$ cat config.mk
export PLATFORM = sky130hd
export DESIGN_NAME = mem_access_ctrl
export DESIGN_NICKNAME = d
export VERILOG_FILES = /design/src/rtl/mem_access_ctrl.sv
export SDC_FILE = /design/constraint.sdc
export NUM_CORES = 1
export LEC_CHECK = 0
export CORE_MARGIN = 2
export CORE_UTILIZATION = 43
export CTS_CLUSTER_DIAMETER = 60
export CTS_CLUSTER_SIZE = 30
export DETAILED_ROUTE_END_ITERATION = 10
export PLACE_DENSITY = 0.87
export SLEW_MARGIN = 40
export SYNTH_ARGS = -nofsm -noshare
export SYNTH_HDL_FRONTEND = slang
export SYNTH_SLANG_ARGS = --single-unit
$ cat constraint.sdc
create_clock -name clk -period 2.3 [get_ports clk]
set_input_delay 0.46 -clock clk [delete_from_list [all_inputs] [get_ports clk]]
set_output_delay 0.46 -clock clk [all_outputs]
set_load 0.005 [all_outputs]
$ cat src/rtl/mem_access_ctrl.sv
// ============================================================================
// Module   : mem_access_ctrl
// Purpose  : Memory-stage access controller. Takes the latched EX/MEM
//            address, store data and memory control bits. Runs a
//            request/acknowledge handshake with a variable-latency data
//            memory and stalls the front of the pipeline until the access
//            retires. Presents load data and completion status to MEM/WB.
// Revision : 1.0 - initial release
// ----------------------------------------------------------------------------
// Parameters
//   TIMEOUT      : REQ cycles allowed before the access is abandoned (1..255)
// Ports
//   clk          : clock, rising edge
//   rst          : asynchronous, active-low reset
//   valid_in     : EX/MEM holds a live instruction
//   addr_in      : ALU result, used as memory address
//   wdata_in     : store data
//   mem_write_in : instruction is a store
//   mem_read_in  : instruction is a load
//   halt_in      : instruction is halt
//   stall        : hold EX/MEM and upstream (EX/MEM en = ~stall)
//   rdata_out    : registered load data
//   done_out     : one-cycle pulse, access retired
//   err_out      : sticky error (timeout / misalignment)
//   halted_out   : sticky, halt retired
//   mem_req/mem_we/mem_addr/mem_wdata : request to data memory
//   mem_ack/mem_rdata                  : response from data memory
// Build option
//   MEM_ALIGN_CHECK_EN : when defined, odd addresses are rejected with
//                        err_out and never reach the memory.
// ============================================================================
`default_nettype none

module mem_access_ctrl #(
    parameter int TIMEOUT = 255
) (
    input  logic        clk,
    input  logic        rst,
    input  logic        valid_in,
    input  logic [15:0] addr_in,
    input  logic [15:0] wdata_in,
    input  logic        mem_write_in,
    input  logic        mem_read_in,
    input  logic        halt_in,
    output logic        stall,
    output logic [15:0] rdata_out,
    output logic        done_out,
    output logic        err_out,
    output logic        halted_out,
    output logic        mem_req,
    output logic        mem_we,
    output logic [15:0] mem_addr,
    output logic [15:0] mem_wdata,
    input  logic        mem_ack,
    input  logic [15:0] mem_rdata
);

    localparam logic [1:0] c_IDLE = 2'd0;
    localparam logic [1:0] c_REQ  = 2'd1;
    localparam logic [1:0] c_DONE = 2'd2;

    // Wait counter compares against the last permitted REQ cycle index.
    localparam logic [7:0] c_TIMEOUT_LAST = 8'(TIMEOUT - 1);

    logic [1:0]  r_state;
    logic [1:0]  w_next_state;
    logic [7:0]  r_wait;
    logic [15:0] r_rdata;
    logic        r_err;
    logic        r_halted;
    logic        r_we;
    logic [15:0] r_addr;
    logic [15:0] r_wdata;

    logic        w_pending;
    logic        w_misaligned;
    logic        w_timeout;
    logic        w_stall;

    assign w_pending = valid_in & (mem_write_in | mem_read_in) & ~r_halted;
    assign w_timeout = (r_wait == c_TIMEOUT_LAST);

`ifdef MEM_ALIGN_CHECK_EN
    assign w_misaligned = addr_in[0];
`else
    assign w_misaligned = 1'b0;
`endif

    // Next-state and stall decode.
    always_comb begin
        w_next_state = r_state;
        w_stall      = 1'b0;
        case (r_state)
            c_IDLE: begin
                if (w_pending) begin
                    w_stall      = 1'b1;
                    w_next_state = w_misaligned ? c_DONE : c_REQ;
                end
            end
            c_REQ: begin
                w_stall = 1'b1;
                if (mem_ack || w_timeout) begin
                    w_next_state = c_DONE;
                end
            end
            c_DONE: begin
                w_next_state = c_IDLE;
            end
            default: begin
                w_next_state = c_IDLE;
            end
        endcase
    end

    always_ff @(posedge clk or negedge rst) begin
        if (!rst) begin
            r_state <= c_IDLE;
        end else begin
            r_state <= w_next_state;
        end
    end

    // Datapath and sticky status registers.
    always_ff @(posedge clk or negedge rst) begin
        if (!rst) begin
            r_wait   <= 8'd0;
            r_rdata  <= 16'h0000;
            r_err    <= 1'b0;
            r_halted <= 1'b0;
            r_we     <= 1'b0;
            r_addr   <= 16'h0000;
            r_wdata  <= 16'h0000;
        end else begin
            case (r_state)
                c_IDLE: begin
                    if (valid_in && halt_in && !r_halted) begin
                        r_halted <= 1'b1;
                    end
                    if (w_pending) begin
                        if (w_misaligned) begin
                            // Rejected without touching memory or load data.
                            r_err <= 1'b1;
                        end else begin
                            r_addr  <= addr_in;
                            r_wdata <= wdata_in;
                            r_we    <= mem_write_in;
                            r_wait  <= 8'd0;
                        end
                    end
                end
                c_REQ: begin
                    r_wait <= r_wait + 8'd1;
                    if (mem_ack) begin
                        if (!r_we) begin
                            r_rdata <= mem_rdata;
                        end
                    end else if (w_timeout) begin
                        r_err   <= 1'b1;
                        r_rdata <= 16'h0000;
                    end
                end
                default: begin
                end
            endcase
        end
    end

    // Gating with rst lets stall fall as soon as reset asserts, even while an
    // access is still presented on the inputs.
    assign stall      = rst & w_stall;
    assign mem_req    = (r_state == c_REQ);
    assign done_out   = (r_state == c_DONE);
    assign rdata_out  = r_rdata;
    assign err_out    = r_err;
    assign halted_out = r_halted;
    assign mem_we     = r_we;
    assign mem_addr   = r_addr;
    assign mem_wdata  = r_wdata;

endmodule

`default_nettype wire

==> impl_metrics.ini <==
[drt]
antenna_left = 0
post_drt_wl_per_cell_um = 16.4
vias = 2063
drt_iter0_markers = 154
first_pass_iters = 4
routed_wl_mm = 6.35
drc_errors = 0
vias_per_cell = 5.32

[worst_setup_path]
worstPathArrival_ps = 1800
reg2reg_slack_ps = 260
cp-end-kind = output port
critPathKind = input port to output port
crit_required_ps = 1840
cp_max_fo = 2
endpoint = stall
reg2reg_depth = 4
regToRegEndpoint = mem_addr[3]
crit_start = valid_in
r2r-start = r_state[0]
worstSetupStartpointType = input port

[placement]
portBuffers = 108
gp_congestion = 0.793
dp_hpwl_mm = 4.34

[yosys]
async_reset_ff_frac = 1.00
syn_area_per_cell_um2 = 14.4
synthDistinctLibCells = 35
syn_nets = 247
synth_edf_count = 0
yosysWarnings = 0
ys_ff_latch = 61
ys_seq_area_frac = 0.558
synthCells = 190
syn_area_um2 = 2740
synth_flop_cell = dfrtp_1

[global_route]
grt_pass1_wl_mm = 10.3
busiest_layer = met2
grt_pass1_vias = 2093
grt_antenna_before_repair = 0
track_usage = 0.184
grtUsageMet3 = 0.0623
met1_usage = 0.245
grt_overflow = 0
grt_use_met2 = 0.283
grt_max_degree = 62

[clock_tree]
tritoncts = built
cts_sinks = 61
ctsHtreeMaxLevel = 3
root_buffer = clkbuf_8
path_clk_slew_ps = 70
clock_latency_ps = 330
numCtsBuffers = 9
ctsLongestPathBuffers = 2

[timing]
worstMarginPinSlew_ps = 654
final_hold_viol_count = 0
clock_skew_ps = 8.74
rsz0062_at_grt = false
tns_ps = 0
max_slew_margin = 0.564
finalCritPeriodShare = 0.982
setup_viol = 0
min_period_ps = 2260
clock.fmax_mhz = 443
drv_slew = 0

[status]
status = completed

[power]
irDropWorstVdd_mv = 0.780
p_per_area_nw_per_um2 = 911
leakagePower_nw = 1.76
power.total_mw = 3.78

[floorplanning]
num_rows = 29
core_um2 = 6240
die_area_um2 = 7020
initial_core_util = 0.438
ios = 109
fp.dieW_um = 83.8
die_h_um = 83.8

[cells_and_area]
final_util = 0.665
area_growth_pct = 51.6
layout.nets = 363
antenna-diode-count = 0
n_fill_cell = 494
drive_gt1_frac = 0.206

[hold_path]
hp-class = input port to asynchronous set/reset pin

[job]
maxCapViolCount = 0
[power breakdown]
group	switching [mW]	internal, mW
Combinational	0.273	0.735
Clock	0.406	0.810
Sequential	0.213	1.34
Total	0.892	2.89
[cell usage after synthesis (2+ instances only)]
library cell / instances / area (µm²)
nor2b_1: 2 / 12.5
a221o_1: 16 / 160
o211ai_1: 5 / 37.5
mux2_4: 26 / 390
o21ai_0: 5 / 25.0
buf_2: 2 / 10.0
nand2_1: 4 / 15.0
buf_12: 2 / 40.0
mux2i_1: 2 / 20.0
clkbuf_1: 5 / 18.8
ha_1: 2 / 25.0
inv_1: 5 / 18.8
nand3_1: 7 / 35.0
a21boi_0: 16 / 120
nand4_1: 2 / 12.5
o21bai_1: 2 / 15.0
or3_1: 2 / 12.5
mux2_2: 7 / 78.8
dfrtp_1: 61 / 1530
nor2_1: 2 / 7.51
[how the worst min path moves through the flow]
stage / slack, ps / to / cells after the start / from
after floorplan: 160 / err_out / 0 / rst
after global placement: 450 / err_out / 2 / err_out
after detailed placement: 470 / err_out / 2 / err_out
after CTS: 340 / mem_wdata[2] / 2 / rst
after global routing: 270 / mem_wdata[11] / 2 / rst
final: 220 / mem_wdata[11] / 2 / rst
[layout make-up]
type | instances | area, µm² | share of cell area
Timing Repair Buffer | 116 | 1140 | 0.275
Sequential cell | 61 | 1530 | 0.368
Clock buffer | 13 | 169 | 0.0407
Multi-Input combinational cell | 113 | 1110 | 0.267
Tap cell | 77 | 96.3 | 0.0232
Clock inverter | 3 | 90.1 | 0.0217
Inverter | 5 | 18.8 | 0.00452
[cells in the final DEF (no fill, tap or decap), types with 3 or more instances in the layout]
cell	count
o21ai_0	5
a221o_1	16
inv_1	5
mux2_2	7
a21boi_0	16
nand3_1	7
bufinv_16	3
buf_4	7
dfrtp_1	61
o211ai_1	5
mux2_4	26
clkbuf_8	12
nand2_1	4
clkdlybuf4s50_1	106
[cell families after synthesis]
kind of cell / count (synthesis) / synth area share
muxes: 35 / 0.179
and+or+nand+nor: 26 / 0.0622
AOI/OAI and AO/OA: 50 / 0.150
buffers and inverters: 16 / 0.0416
DFF: 61 / 0.558
adders and majority gates: 2 / 0.00914
[flip-flops by register name (all words and copies together) (netlist names)]
| name | cells |
|---|---|
| err_out | 1 |
| halted_out | 1 |
| mem_addr | 16 |
| mem_wdata | 16 |
| mem_we | 1 |
| r_state | 2 |
| r_wait | 8 |
| rdata_out | 16 |
[metal layers]
layer	vias to the layer above	routed length [µm]
met5	-	0
met4	0	62
met3	9	394
met2	80	3070
met1	1032	2830
li1	942	-
[per-stage QoR]
step                instance area (µm²)  instances  setup WS [ps]  hold WS [ps]
CTS                                4140        388           38.9           344
finish                             4150        388           40.5           222
detailed placement                 3880        372           -273           466
global placement                   3870        372           -274           453
global route                       4150        388           10.8           266
floorplan                          2740        190            369           164
[worst max-delay path, cell delays in order]
cell and delay (ps):
clkdlybuf4s50_1 450, or3b_4 410, nor2_8 120, o211a_1 130
dlygate4sd2_1 230
[what timing repair did]
item                       in CTS  in global routing
hold buffers                    0                  0
setup endpoints to repair       1                  0
buffers inserted                0                  0
gates resized for setup         3                  0
Power figures use the tool's default switching activity.
